File: config.mk
export PLATFORM = sky130hd
export DESIGN_NAME = dport_scrambler
export DESIGN_NICKNAME = d
export VERILOG_FILES = /design/src/rtl/dport_scrambler_pkg.sv /design/src/rtl/dport_scrambler_scrbyte.sv /design/src/rtl/dport_scrambler.sv
export SDC_FILE = /design/constraint.sdc
export NUM_CORES = 1
export LEC_CHECK = 0
export CAP_MARGIN = 5
export CORE_UTILIZATION = 50
export CTS_CLUSTER_SIZE = 16
export DETAILED_ROUTE_END_ITERATION = 7
export GPL_TIMING_DRIVEN = 0
export PLACE_DENSITY = 0.85
export SYNTH_ARGS = -nofsm -noshare
export SYNTH_HDL_FRONTEND = slang
export SYNTH_SLANG_ARGS = --single-unit
File: constraint.sdc
create_clock -name dpclk -period 4.9 [get_ports dpclk]
set_input_delay 1.47 -clock dpclk [delete_from_list [all_inputs] [get_ports dpclk]]
set_output_delay 1.47 -clock dpclk [all_outputs]
set_load 0.02 [all_outputs]
File: src/rtl/dport_scrambler_pkg.sv
// Shared DisplayPort scrambler constants and the single-bit Galois LFSR step.
package dport_scrambler_pkg;

    localparam logic [7:0]  K28_5    = 8'hBC;
    localparam logic [7:0]  K28_0    = 8'h1C;
    localparam logic [15:0] SCR_SEED = 16'hFFFF;
    localparam logic [15:0] SCR_POLY = 16'h0039;

    // G(X) = X^16+X^5+X^4+X^3+1 in Galois form; the bit shifted out is the key bit.
    function automatic logic [15:0] lfsr_step(input logic [15:0] s);
        return {s[14:0], 1'b0} ^ (s[15] ? SCR_POLY : 16'h0000);
    endfunction

endpackage

File: src/rtl/dport_scrambler_scrbyte.sv
// One symbol slot of the scrambler: key byte generation, data XOR, and the
// SR-triggered reload of the LFSR.
module dport_scrbyte
    import dport_scrambler_pkg::*;
#(
    parameter logic [15:0] SEED = SCR_SEED
) (
    input  logic [7:0]  sym,
    input  logic        isk,
    input  logic        scren,
    input  logic [15:0] lfsr,
    output logic [7:0]  sym_scr,
    output logic [7:0]  key,
    output logic [15:0] lfsr_next
);

    logic [15:0] state;

    always_comb begin
        state = lfsr;
        key   = '0;
        for (int i = 0; i < 8; i++) begin
            key[i] = state[15];
            state  = lfsr_step(state);
        end
        sym_scr   = (scren && !isk) ? (sym ^ key) : sym;
        // An SR restarts the keystream for the very next symbol.
        lfsr_next = (isk && (sym == K28_0)) ? SEED : state;
    end

endmodule

File: src/rtl/dport_scrambler.sv
// Two-lane DisplayPort main-link scrambler with one cycle of latency.
// DPORT_SCR_SR_EN enables periodic BS->SR substitution; without it the framer must supply SR.
module dport_scrambler
    import dport_scrambler_pkg::*;
#(
    parameter logic [15:0] SEED = SCR_SEED
`ifdef DPORT_SCR_SR_EN
    ,
    parameter int SR_PERIOD = 512
`endif
) (
    input  logic        dpclk,
    input  logic        rst_n,
    input  logic        scren,
    input  logic [15:0] indat0,
    input  logic [15:0] indat1,
    input  logic [1:0]  inisk0,
    input  logic [1:0]  inisk1,
    output logic [15:0] scrdat0,
    output logic [15:0] scrdat1,
    output logic [1:0]  scrisk0,
    output logic [1:0]  scrisk1
);

    logic [15:0] lfsr;
    logic [15:0] lfsr_mid;
    logic [15:0] lfsr_nxt;
    logic [7:0]  sym0_a, sym0_b, sym1_a, sym1_b;
    logic        k1_a, k1_b;
    logic [7:0]  scr_a, scr_b, key_a, key_b;
    logic [7:0]  lane1_a, lane1_b;

`ifdef DPORT_SCR_SR_EN
    localparam int CW = (SR_PERIOD > 1) ? $clog2(SR_PERIOD) : 1;

    logic [CW-1:0] bscnt;
    logic [CW-1:0] bscnt_mid;
    logic [CW-1:0] bscnt_nxt;
    logic          bs_a, bs_b, sub_a, sub_b;

    // Byte 1 sees the BS count already advanced by a BS in byte 0.
    always_comb begin
        bs_a      = inisk0[0] && (indat0[7:0] == K28_5);
        sub_a     = bs_a && (bscnt == '0);
        bscnt_mid = bs_a ? bscnt + 1'b1 : bscnt;
        bs_b      = inisk0[1] && (indat0[15:8] == K28_5);
        sub_b     = bs_b && (bscnt_mid == '0);
        bscnt_nxt = bs_b ? bscnt_mid + 1'b1 : bscnt_mid;
        sym0_a    = sub_a ? K28_0 : indat0[7:0];
        sym1_a    = sub_a ? K28_0 : indat1[7:0];
        k1_a      = sub_a | inisk1[0];
        sym0_b    = sub_b ? K28_0 : indat0[15:8];
        sym1_b    = sub_b ? K28_0 : indat1[15:8];
        k1_b      = sub_b | inisk1[1];
    end

    always_ff @(posedge dpclk or negedge rst_n) begin
        if (!rst_n) begin
            bscnt <= '0;
        end else begin
            bscnt <= bscnt_nxt;
        end
    end
`else
    assign sym0_a = indat0[7:0];
    assign sym1_a = indat1[7:0];
    assign k1_a   = inisk1[0];
    assign sym0_b = indat0[15:8];
    assign sym1_b = indat1[15:8];
    assign k1_b   = inisk1[1];
`endif

    dport_scrbyte #(.SEED(SEED)) u_byte0 (
        .sym       (sym0_a),
        .isk       (inisk0[0]),
        .scren     (scren),
        .lfsr      (lfsr),
        .sym_scr   (scr_a),
        .key       (key_a),
        .lfsr_next (lfsr_mid)
    );

    dport_scrbyte #(.SEED(SEED)) u_byte1 (
        .sym       (sym0_b),
        .isk       (inisk0[1]),
        .scren     (scren),
        .lfsr      (lfsr_mid),
        .sym_scr   (scr_b),
        .key       (key_b),
        .lfsr_next (lfsr_nxt)
    );

    // Lane 1 reuses lane 0's keystream; its own K symbols never touch the LFSR.
    assign lane1_a = (scren && !k1_a) ? (sym1_a ^ key_a) : sym1_a;
    assign lane1_b = (scren && !k1_b) ? (sym1_b ^ key_b) : sym1_b;

    always_ff @(posedge dpclk or negedge rst_n) begin
        if (!rst_n) begin
            lfsr    <= SEED;
            scrdat0 <= '0;
            scrdat1 <= '0;
            scrisk0 <= '0;
            scrisk1 <= '0;
        end else begin
            lfsr    <= lfsr_nxt;
            scrdat0 <= {scr_b, scr_a};
            scrdat1 <= {lane1_b, lane1_a};
            scrisk0 <= inisk0;
            scrisk1 <= {k1_b, k1_a};
        end
    end

endmodule

==> metrics, run 1 <==
final wirelength=4904 um; Synth Register Bits=52; RSZ-0062 raised after global routing=false; Cell Count, Final, Fillers Out=339; via-per-instance ratio=about 4.9; fin crit share=65.36%; CP Data Arrival Time=3.41 ns; Root Driver=clkbuf_8; RD Place Congestion=between 0.7 and 0.8; Clk network pwr share=between 10% and 20%; I/O pin count=75; slew of the pin with the lowest slew margin=around 0.6 ns; sequential share of the synthesized area=a little under three fifths; Total Routing Usage GR=21.47%; grt met2 use=roughly two fifths; asr flop ratio synth=100.0%; per-cell routed wire length=14.47 um; met1 Track Usage GR=25.69%; Hold-fix buffers, CTS=0; Synth Area in Adders=0%; Max-Cap Viols=0; Sw Ratio=around 38%; clock skew=0.007736 ns; Area growth syn-to-layout=39.11%; Vert. Die Dim=between 70 and 80 um; port bufs=74; Clock Path Buffers=2; DRC Markers=7; Pleak=1.319 nW; Post-DRT Antenna Nets=0; Tot Pwr=between 2 and 2.5 mW; pwr dens=between 700 and 800 nW/um2; worst skew pair latency=~0.30 ns; CP Class=in -> reg; Synth Flop Type=dfrtp_1; hold path startpoint=lfsr[4]; busiest grt layer=met2; Comb pwr share=57.5%; post-CTS sizing=0; FILL cells=317; antenna violations before repair=0; share of layout cells above drive strength 1=a little under an eighth; crit end category=flop; CTS Buf Count=5; # setup viols final=0; first-pass GRT wire length=8169 um; CTS sink count=between 50 and 60; CP Launch Type=input pin; Synth Instances=roughly 200; Worst Path Max Fanout=10; GR Layer Usage met3=4.701%; Cells after DPL=roughly 330; chip width=71.05 um; sequential share of power=30.4%; Achievable Freq=312.2 MHz; combinational family with the most area after synthesis=XOR/XNOR gates; FF+latch area=between 1000 and 1500 um2; HP Class=reg -> reg; VDD IR max=0.5550 mV; Synth cell types=23; P_int=1.493 mW; Synth Cell Area=2384 um2; pin count of the biggest net entering global routing=44; Clk pin slew, worst setup/hold paths=about 0.1 ns; Die ar.=between 5000 and 6000 um2; R2R Path Start=lfsr[12]; hpwl dp=around 3700 um; Initial Util=53.27%; Vias=between 1,500 and 2,000; yosys synthesis warning count=0; final hold violations=0; post-synthesis mux area share=0%; Simple-Gate Fraction of Synth Area=8.714%; syn_nets=243; Switch Pwr=0.9141 mW; Slew HR=59.60%; setup tns final=0 ns; failing checks=DRC; number of global-route vias before repair=between 1,500 and 2,000; max-slew violations=0; Post-synth EDFFs=0; Core Area=approximately 4500 um2; post-synthesis compound-gate area fraction=5.039%; Tmin final=3.203 ns; Antenna Diode Count=0; initial drt markers=79; Detailed Routing Iterations Pass 1=6; xor and xnor area share after synthesis=28.19%; Req. time, crit path=5.11 ns; FP Rows=24; H-tree Lvls=2; outcome=finished, violations left; multi-input logic area=999.7 um2; fin nets=325; GR Overflow Total=0; syn avg cell area=11.68 um2; CTS tree=done; Crit. Startpoint=indat0[4]; Post-CTS Setup Bufs=0
metrics by stage:
step	worst slack, ns	util (%)	hold slack, ns	area (um2)
5_1_grt	1.507	74.11	0.6460	3316
2_1_floorplan	2.128	-	0.5529	2384
4_1_cts	1.699	74.11	0.5858	3316
6_report	1.697	74.11	0.5886	3316
3_5_place_dp	1.390	71.62	0.5718	3204
3_3_place_gp	0.9476	71.28	0.5656	3189
logic make-up (layout without fill, tap and decap cells):
group,after synthesis,in the layout
buffers and inverters,13,96
DFF,52,52
and+or+nand+nor,40,40
AOI/OAI and AO/OA,24,24
xor gates and xnor gates,75,75
worst paths after layout:
| check | end | slack (ns) | cells past startpoint |
|---|---|---|---|
| worst max-delay path | scrdat0[9] | 1.70 | 6 |
| worst min-delay path | lfsr[8] | 0.59 | 2 |
| worst max register to register | lfsr[6] | 2.82 | 5 |
| worst min register to register | lfsr[8] | 0.59 | 2 |
| max in group asynchronous | lfsr[3] | 3.33 | 2 |
| min in group asynchronous | scrdat1[12] | 1.02 | 1 |
cell usage after synthesis (all sizes together), types with 2 or more instances:
cell	instances	area, um2
a21oi	10	50.05
buf	6	36.28
clkbuf	7	26.28
dfrtp	36	900.9
dfstp	16	420.4
nand2	24	90.09
nand2b	2	12.51
nand4b	2	17.52
nor2b	4	25.02
o21ai	14	70.07
xnor2	56	490.5
xor2	18	157.7
cells in the final DEF, fill, tap and decap left out:
cell and count:
o21ai_1 2, a21oi_1 10, nor4_1 1, nand2b_1 2
buf_12 1, clkinvlp_4 1, nor2b_1 4, clkbuf_1 7
xor2_1 18, nand3b_1 1, clkinv_2 1, clkbuf_8 5
and3b_1 1, xnor2_1 56, buf_2 6, buf_6 1
dfrtp_1 36, or3b_1 1, clkdlybuf4s50_1 73, nand2_1 24
o21ai_0 12, and2_2 1, nor4b_1 1, nor2_1 1
xor3_1 1, bufinv_16 1, dfstp_2 16, nand4b_1 2
or4_4 1
critical path, cell delays in order:
cell             delay (ns)
clkdlybuf4s50_1        0.50
or3b_1                 0.38
nor4_1                 0.47
buf_2                  0.31
o21ai_1                0.09
xnor2_1                0.18
power groups by stage:
stage / clock network, mW / registers, mW / logic [mW]
detailed placement: 0 / 0.742 / 1.38
global route: 0.316 / 0.750 / 1.50
CTS: 0.294 / 0.734 / 1.39
global placement: 0 / 0.736 / 1.33
floorplan: 0 / 0.831 / 0.918
finish: 0.290 / 0.733 / 1.38
final cells by class:
cell class	instances	share of cell area [%]
sequential	52	39.85
timing repair buffer	75	22.79
clock buffer	5	2.075
tap	52	1.962
buffer	13	1.887
clock inverter	3	1.283
multi-input combinational	139	30.15
sequential cells by signal (all words and copies together) (netlist names):
name / count
lfsr: 16
scrisk1: 2
scrdat0: 16
scrisk0: 2
scrdat1: 16
routing by layer:
metal  vias up  wire, um
met4         0        34
met3         2       216
li1        808         -
met1       811      2073
met2        48      2579
met5         -         0
(Power assumes the default switching activity.)
==> run 2: changes to the inputs <==
--- a/config.mk
+++ b/config.mk
@@ -6,11 +6,11 @@
 export NUM_CORES = 1
 export LEC_CHECK = 0
 export CAP_MARGIN = 5
-export CORE_UTILIZATION = 50
+export CORE_UTILIZATION = 46
 export CTS_CLUSTER_SIZE = 16
 export DETAILED_ROUTE_END_ITERATION = 7
 export GPL_TIMING_DRIVEN = 0
-export PLACE_DENSITY = 0.85
+export PLACE_DENSITY = 0.79
 export SYNTH_ARGS = -nofsm -noshare
 export SYNTH_HDL_FRONTEND = slang
 export SYNTH_SLANG_ARGS = --single-unit
==> constraint.sdc (replaced) <==
create_clock -name dpclk -period 3 [get_ports dpclk]
set_input_delay 0.9 -clock dpclk [delete_from_list [all_inputs] [get_ports dpclk]]
set_output_delay 0.9 -clock dpclk [all_outputs]
set_load 0.02 [all_outputs]
==> metrics, run 2 (same netlist as run 1, synthesis figures left out) <==
GR Overflow Total=0; hpwl dp=3719 um; per-cell routed wire length=13.59 um; sequential share of power=between 30% and 40%; Core Area=roughly 4800 um2; clock skew=0.004145 ns; RSZ-0062 raised after global routing=false; DRC Markers=0; worst skew pair latency=around 0.30 ns; Worst Path Max Fanout=10; slowest stage delay, CP=about 0.55 ns; HP Class=in -> async; commonest cells after routing, fill and taps aside=73 x clkdlybuf4s50_1, 56 x xnor2_1, 36 x dfrtp_1, 24 x nand2_1, 18 x xor2_1; final hold violations=0; Clock Path Buffers=2; VDD IR max=around 0.75 mV; final wirelength=4812 um; CP max stage cell=nor4_1; Clk network pwr share=under 10%; post-CTS sizing=0; CTS sink count=52; Sw Ratio=38.32%; R2R Path Start=lfsr[12]; CTS tree=done; FP Rows=25; Detailed Routing Iterations Pass 1=4; Antenna Diode Count=0; Req. time, crit path=3.19 ns; Buffers & Inverters on Critical Path=2; Crit. Startpoint=indat0[4]; Hold-fix buffers, CTS=0; crit end category=flop; met1 WL=2003 um; outcome=completed; I/O pin count=75; final worst slack=0.2970 ns; Post-DRT Antenna Nets=0; Post-CTS Setup Bufs=0; Vias=1,648; CTS Buf Count=5; Slew HR=52.75%; met3 WL post-DR=175 um; Pleak=1.304 nW; CP Data Arrival Time=2.90 ns; CP Class=in -> reg; Die ar.=5474 um2; Vert. Die Dim=73.99 um; fin crit share=between 90% and 100%; chip width=73.99 um; CP Launch Type=input pin; pwr dens=1158 nW/um2; final core utilization=between 60% and 70%; port bufs=74; H-tree Lvls=2; Comb pwr share=58.9%; RD Place Congestion=around 0.77; Area growth syn-to-layout=38.58%; slew of the pin with the lowest slew margin=0.7023 ns; Initial Util=49.16%; delay-heaviest family, CP=simple AND/OR/NAND/NOR gates; routed wl met2=2555 um; max-slew violations=0; Root Driver=clkbuf_8; pin count of the biggest net entering global routing=33; antenna violations before repair=0; Clk pin slew, worst setup/hold paths=0.09 ns; Cell Chain, Critical Path=clkdlybuf4s50_1 > or3b_1 > nor4_1 > buf_2 > o21ai_1 > xnor2_1; P_int=2.359 mW; commonest non-fill, non-tap cell in the layout=clkdlybuf4s50_1; Max-Cap Viols=0; Tmin final=2.703 ns; biggest regs=lfsr x16, scrdat0 x16, scrdat1 x16; via-per-instance ratio=4.655; share of layout cells above drive strength 1=10.80%; number of global-route vias before repair=about 1,700; fin nets=325; Switch Pwr=1.465 mW; FILL cells=~390; Total Routing Usage GR=19.23%; # setup viols final=0; dpl ws=-0.02172 ns; first-pass GRT wire length=between 7000 and 8000 um; Achievable Freq=370.0 MHz; Max Used Layer=met4; initial drt markers=48
-- run 2: cell types whose count changed in the layout (fill, tap and decap cells not counted), sizes merged --
cell / before / now
clkinv: 1 / 0
clkbuf: 12 / 15
bufinv: 1 / 0
clkinvlp: 1 / 0
-- run 2: power groups by stage --
| stage | combinational [mW] | clock [mW] | sequential, mW |
|---|---|---|---|
| 6_report | 2.25 | 0.376 | 1.20 |
| 5_1_grt | 2.46 | 0.412 | 1.22 |
| 4_1_cts | 2.28 | 0.388 | 1.20 |
| 3_5_place_dp | 2.26 | 0 | 1.21 |
| 3_3_place_gp | 2.18 | 0 | 1.20 |
| 2_1_floorplan | 1.50 | 0 | 1.36 |
-- run 2: layout make-up --
type / instances / area (um2) / share of cell area, %
Multi-Input combinational cell: 139 / 999.7 / 30.27
Clock buffer: 8 / 80.08 / 2.424
Sequential cell: 52 / 1321 / 40.00
Buffer: 13 / 62.56 / 1.894
Tap cell: 67 / 83.83 / 2.538
Timing Repair Buffer: 75 / 755.7 / 22.88
-- run 2: worst paths after layout --
kind | end | slack, ns | depth (start not counted)
min in group dpclk | lfsr[8] | 0.59 | 2
min | scrdat1[14] | 0.55 | 1
max in group asynchronous | lfsr[14] | 1.85 | 2
min reg2reg | lfsr[8] | 0.59 | 2
max | scrdat0[9] | 0.30 | 6
max reg2reg | lfsr[6] | 0.95 | 5
-- run 2: stage by stage --
stage | setup TNS (ns) | instances | power, mW | hold WS, ns | cell area (um2)
detailed placement | -0.03578 | 346 | 3.475 | 0.5776 | 3223
CTS | 0 | 354 | 3.863 | 0.5612 | 3303
floorplan | 0 | 204 | 2.856 | 0.5529 | 2384
global route | 0 | 354 | 4.090 | 0.5729 | 3303
finish | 0 | 354 | 3.824 | 0.5515 | 3303
global placement | -15.38 | 345 | 3.382 | 0.5595 | 3208
-- run 2: worst register-to-register path: cells and delay by family (launching register included) --
family	cells	cell delay (ns)
AO/OA/AOI/OAI	1	0.16
XOR/XNOR	3	0.99
buffers and inverters	1	0.30
flip-flops	1	0.52
-- run 2: per-layer routing --
metal / track usage (%) / vias to the layer above
met4: 7.051 / 0
met3: 3.388 / 7
met2: 33.94 / 37
li1: - / 806
met5: 0 / -
met1: 23.58 / 798
==> run 3: changes to the inputs <==
--- a/config.mk
+++ b/config.mk
@@ -6,11 +6,12 @@
 export NUM_CORES = 1
 export LEC_CHECK = 0
 export CAP_MARGIN = 5
-export CORE_UTILIZATION = 46
+export CORE_UTILIZATION = 48
+export CTS_BUF_LIST = sky130_fd_sc_hd__clkbuf_2 sky130_fd_sc_hd__clkbuf_4 sky130_fd_sc_hd__clkbuf_8
 export CTS_CLUSTER_SIZE = 16
 export DETAILED_ROUTE_END_ITERATION = 7
 export GPL_TIMING_DRIVEN = 0
-export PLACE_DENSITY = 0.79
+export PLACE_DENSITY = 0.82
 export SYNTH_ARGS = -nofsm -noshare
 export SYNTH_HDL_FRONTEND = slang
 export SYNTH_SLANG_ARGS = --single-unit
==> metrics, run 3 (same netlist as run 1, synthesis figures left out) <==
Tot Pwr=3.858 mW; setup tns final=0 ns; R2R Setup Slk=0.96 ns; Clk pin slew, worst setup/hold paths=0.09 ns; per-cell routed wire length=13.91 um; HP Class=in -> async; Core Area=around 4800 um2; Achievable Freq=383.6 MHz; number of global-route vias before repair=approximately 1,700; FP Rows=25; antenna violations before repair=0; CP Data Arrival Time=~2.8 ns; share of layout cells above drive strength 1=approximately an eighth; RSZ-0062 raised after global routing=false; max-slew violations=0; Die ar.=5251 um2; Hold-fix buffers, CTS=0; worst skew pair latency=approximately 0.30 ns; first-pass GRT wire length=approximately 8100 um; FF+latch area=1321 um2; R2R Path Start=lfsr[12]; CP Launch Type=input pin; pin count of the biggest net entering global routing=43; commonest cells after routing, fill and taps aside=73 x clkdlybuf4s50_1, 56 x xnor2_1, 36 x dfrtp_1, 24 x nand2_1, 18 x xor2_1; multi-input logic area=~1000 um2; port bufs=74; CTS tree=done; Antenna Diode Count=0; FILL cells=367; met3 WL post-DR=205 um; initial drt markers=approximately 60; Pleak=1.312 nW; Hold Slack=0.4488 ns; Area growth syn-to-layout=39.32%; Post-CTS Setup Bufs=0; Worst Path Max Fanout=10; hpwl dp=about 3700 um; R2R depth=5; Vert. Die Dim=between 70 and 80 um; Max-Cap Viols=0; commonest non-fill, non-tap cell in the layout=clkdlybuf4s50_1; Slew HR=57.74%; Detailed Routing Iterations Pass 1=4; RD Place Congestion=0.7312; Max Used Layer=met4; CTS sink count=52; VDD IR max=0.8008 mV; Initial Util=between 50% and 60%; I/O pin count=75; GR Overflow Total=0; DRC Markers=0; final hold violations=0; via-per-instance ratio=4.686; met1 WL=between 2000 and 2500 um; post-CTS sizing=0; slew of the pin with the lowest slew margin=0.6294 ns; CP Class=in -> reg; routed wl met2=2567 um; fin nets=325; crit end category=flop; outcome=completed; biggest regs=lfsr x16, scrdat0 x16, scrdat1 x16; Post-DRT Antenna Nets=0; pwr dens=1162 nW/um2; Vias=1,659; Tmin final=2.607 ns; Req. time, crit path=3.20 ns; # setup viols final=0; chip width=between 70 and 80 um; H-tree Lvls=2; CTS Buf Count=5; fin crit share=86.90%; final wirelength=4923 um; clock skew=0.007000 ns; Root Driver=clkbuf_8; Clock Path Buffers=2; capture point of the worst reg-to-reg path=lfsr[6]; Total Routing Usage GR=21.01%
-- run 3: cell types whose count changed in the layout (fill, tap and decap cells not counted), sizes merged --
cell / change
clkbuf: -1
clkinvlp: +1
-- run 3: worst max path at each step --
| stage | from | end | cells after the start | slack (ns) |
|---|---|---|---|---|
| 3_5_place_dp | indat0[4] | scrdat0[10] | 6 | 0.09 |
| 5_1_grt | indat0[4] | scrdat0[9] | 6 | 0.28 |
| 4_1_cts | indat0[4] | scrdat0[10] | 6 | 0.42 |
| 2_1_floorplan | indat0[5] | scrdat0[11] | 5 | 0.80 |
| 3_3_place_gp | rst_n | scrdat1[2] | 1 | -0.40 |
| 6_report | indat0[4] | scrdat0[9] | 6 | 0.39 |
-- run 3: stage by stage --
stage | util (%) | setup slack (ns) | cell area [um2] | instances
floorplan | - | 0.7976 | 2384 | 204
global placement | 67.47 | -0.4024 | 3208 | 345
detailed placement | 67.79 | 0.08874 | 3223 | 346
CTS | 69.84 | 0.4227 | 3321 | 354
global route | 69.84 | 0.2836 | 3321 | 354
finish | 69.84 | 0.3931 | 3321 | 354
-- run 3: layout make-up --
cell class | instances | share of cell area (%)
Timing Repair Buffer | 75 | 22.76
Sequential cell | 52 | 39.79
Multi-Input combinational cell | 139 | 30.11
Tap cell | 67 | 2.524
Clock buffer | 7 | 2.713
Buffer | 13 | 1.884
Clock inverter | 1 | 0.2261
-- run 3: routing by layer --
layer  vias to the layer above  global-route usage (%)
met5                         -                       0
met4                         0                   8.279
met3                         6                   3.611
met2                        45                   36.34
met1                       800                   26.16
li1                        808                       -
-- run 3: power breakdown --
part	internal [mW]	total (mW)	leakage, nW	switching, mW
logic	1.11	2.24	0.677	1.13
clock network	0.197	0.421	0.0479	0.224
registers	1.08	1.19	0.588	0.113
-- run 3: worst max-delay path, stage by stage --
cell,delay [ns]
clkdlybuf4s50_1,0.49
or3b_1,0.39
nor4_1,0.49
buf_2,0.31
o21ai_1,0.09
xnor2_1,0.14
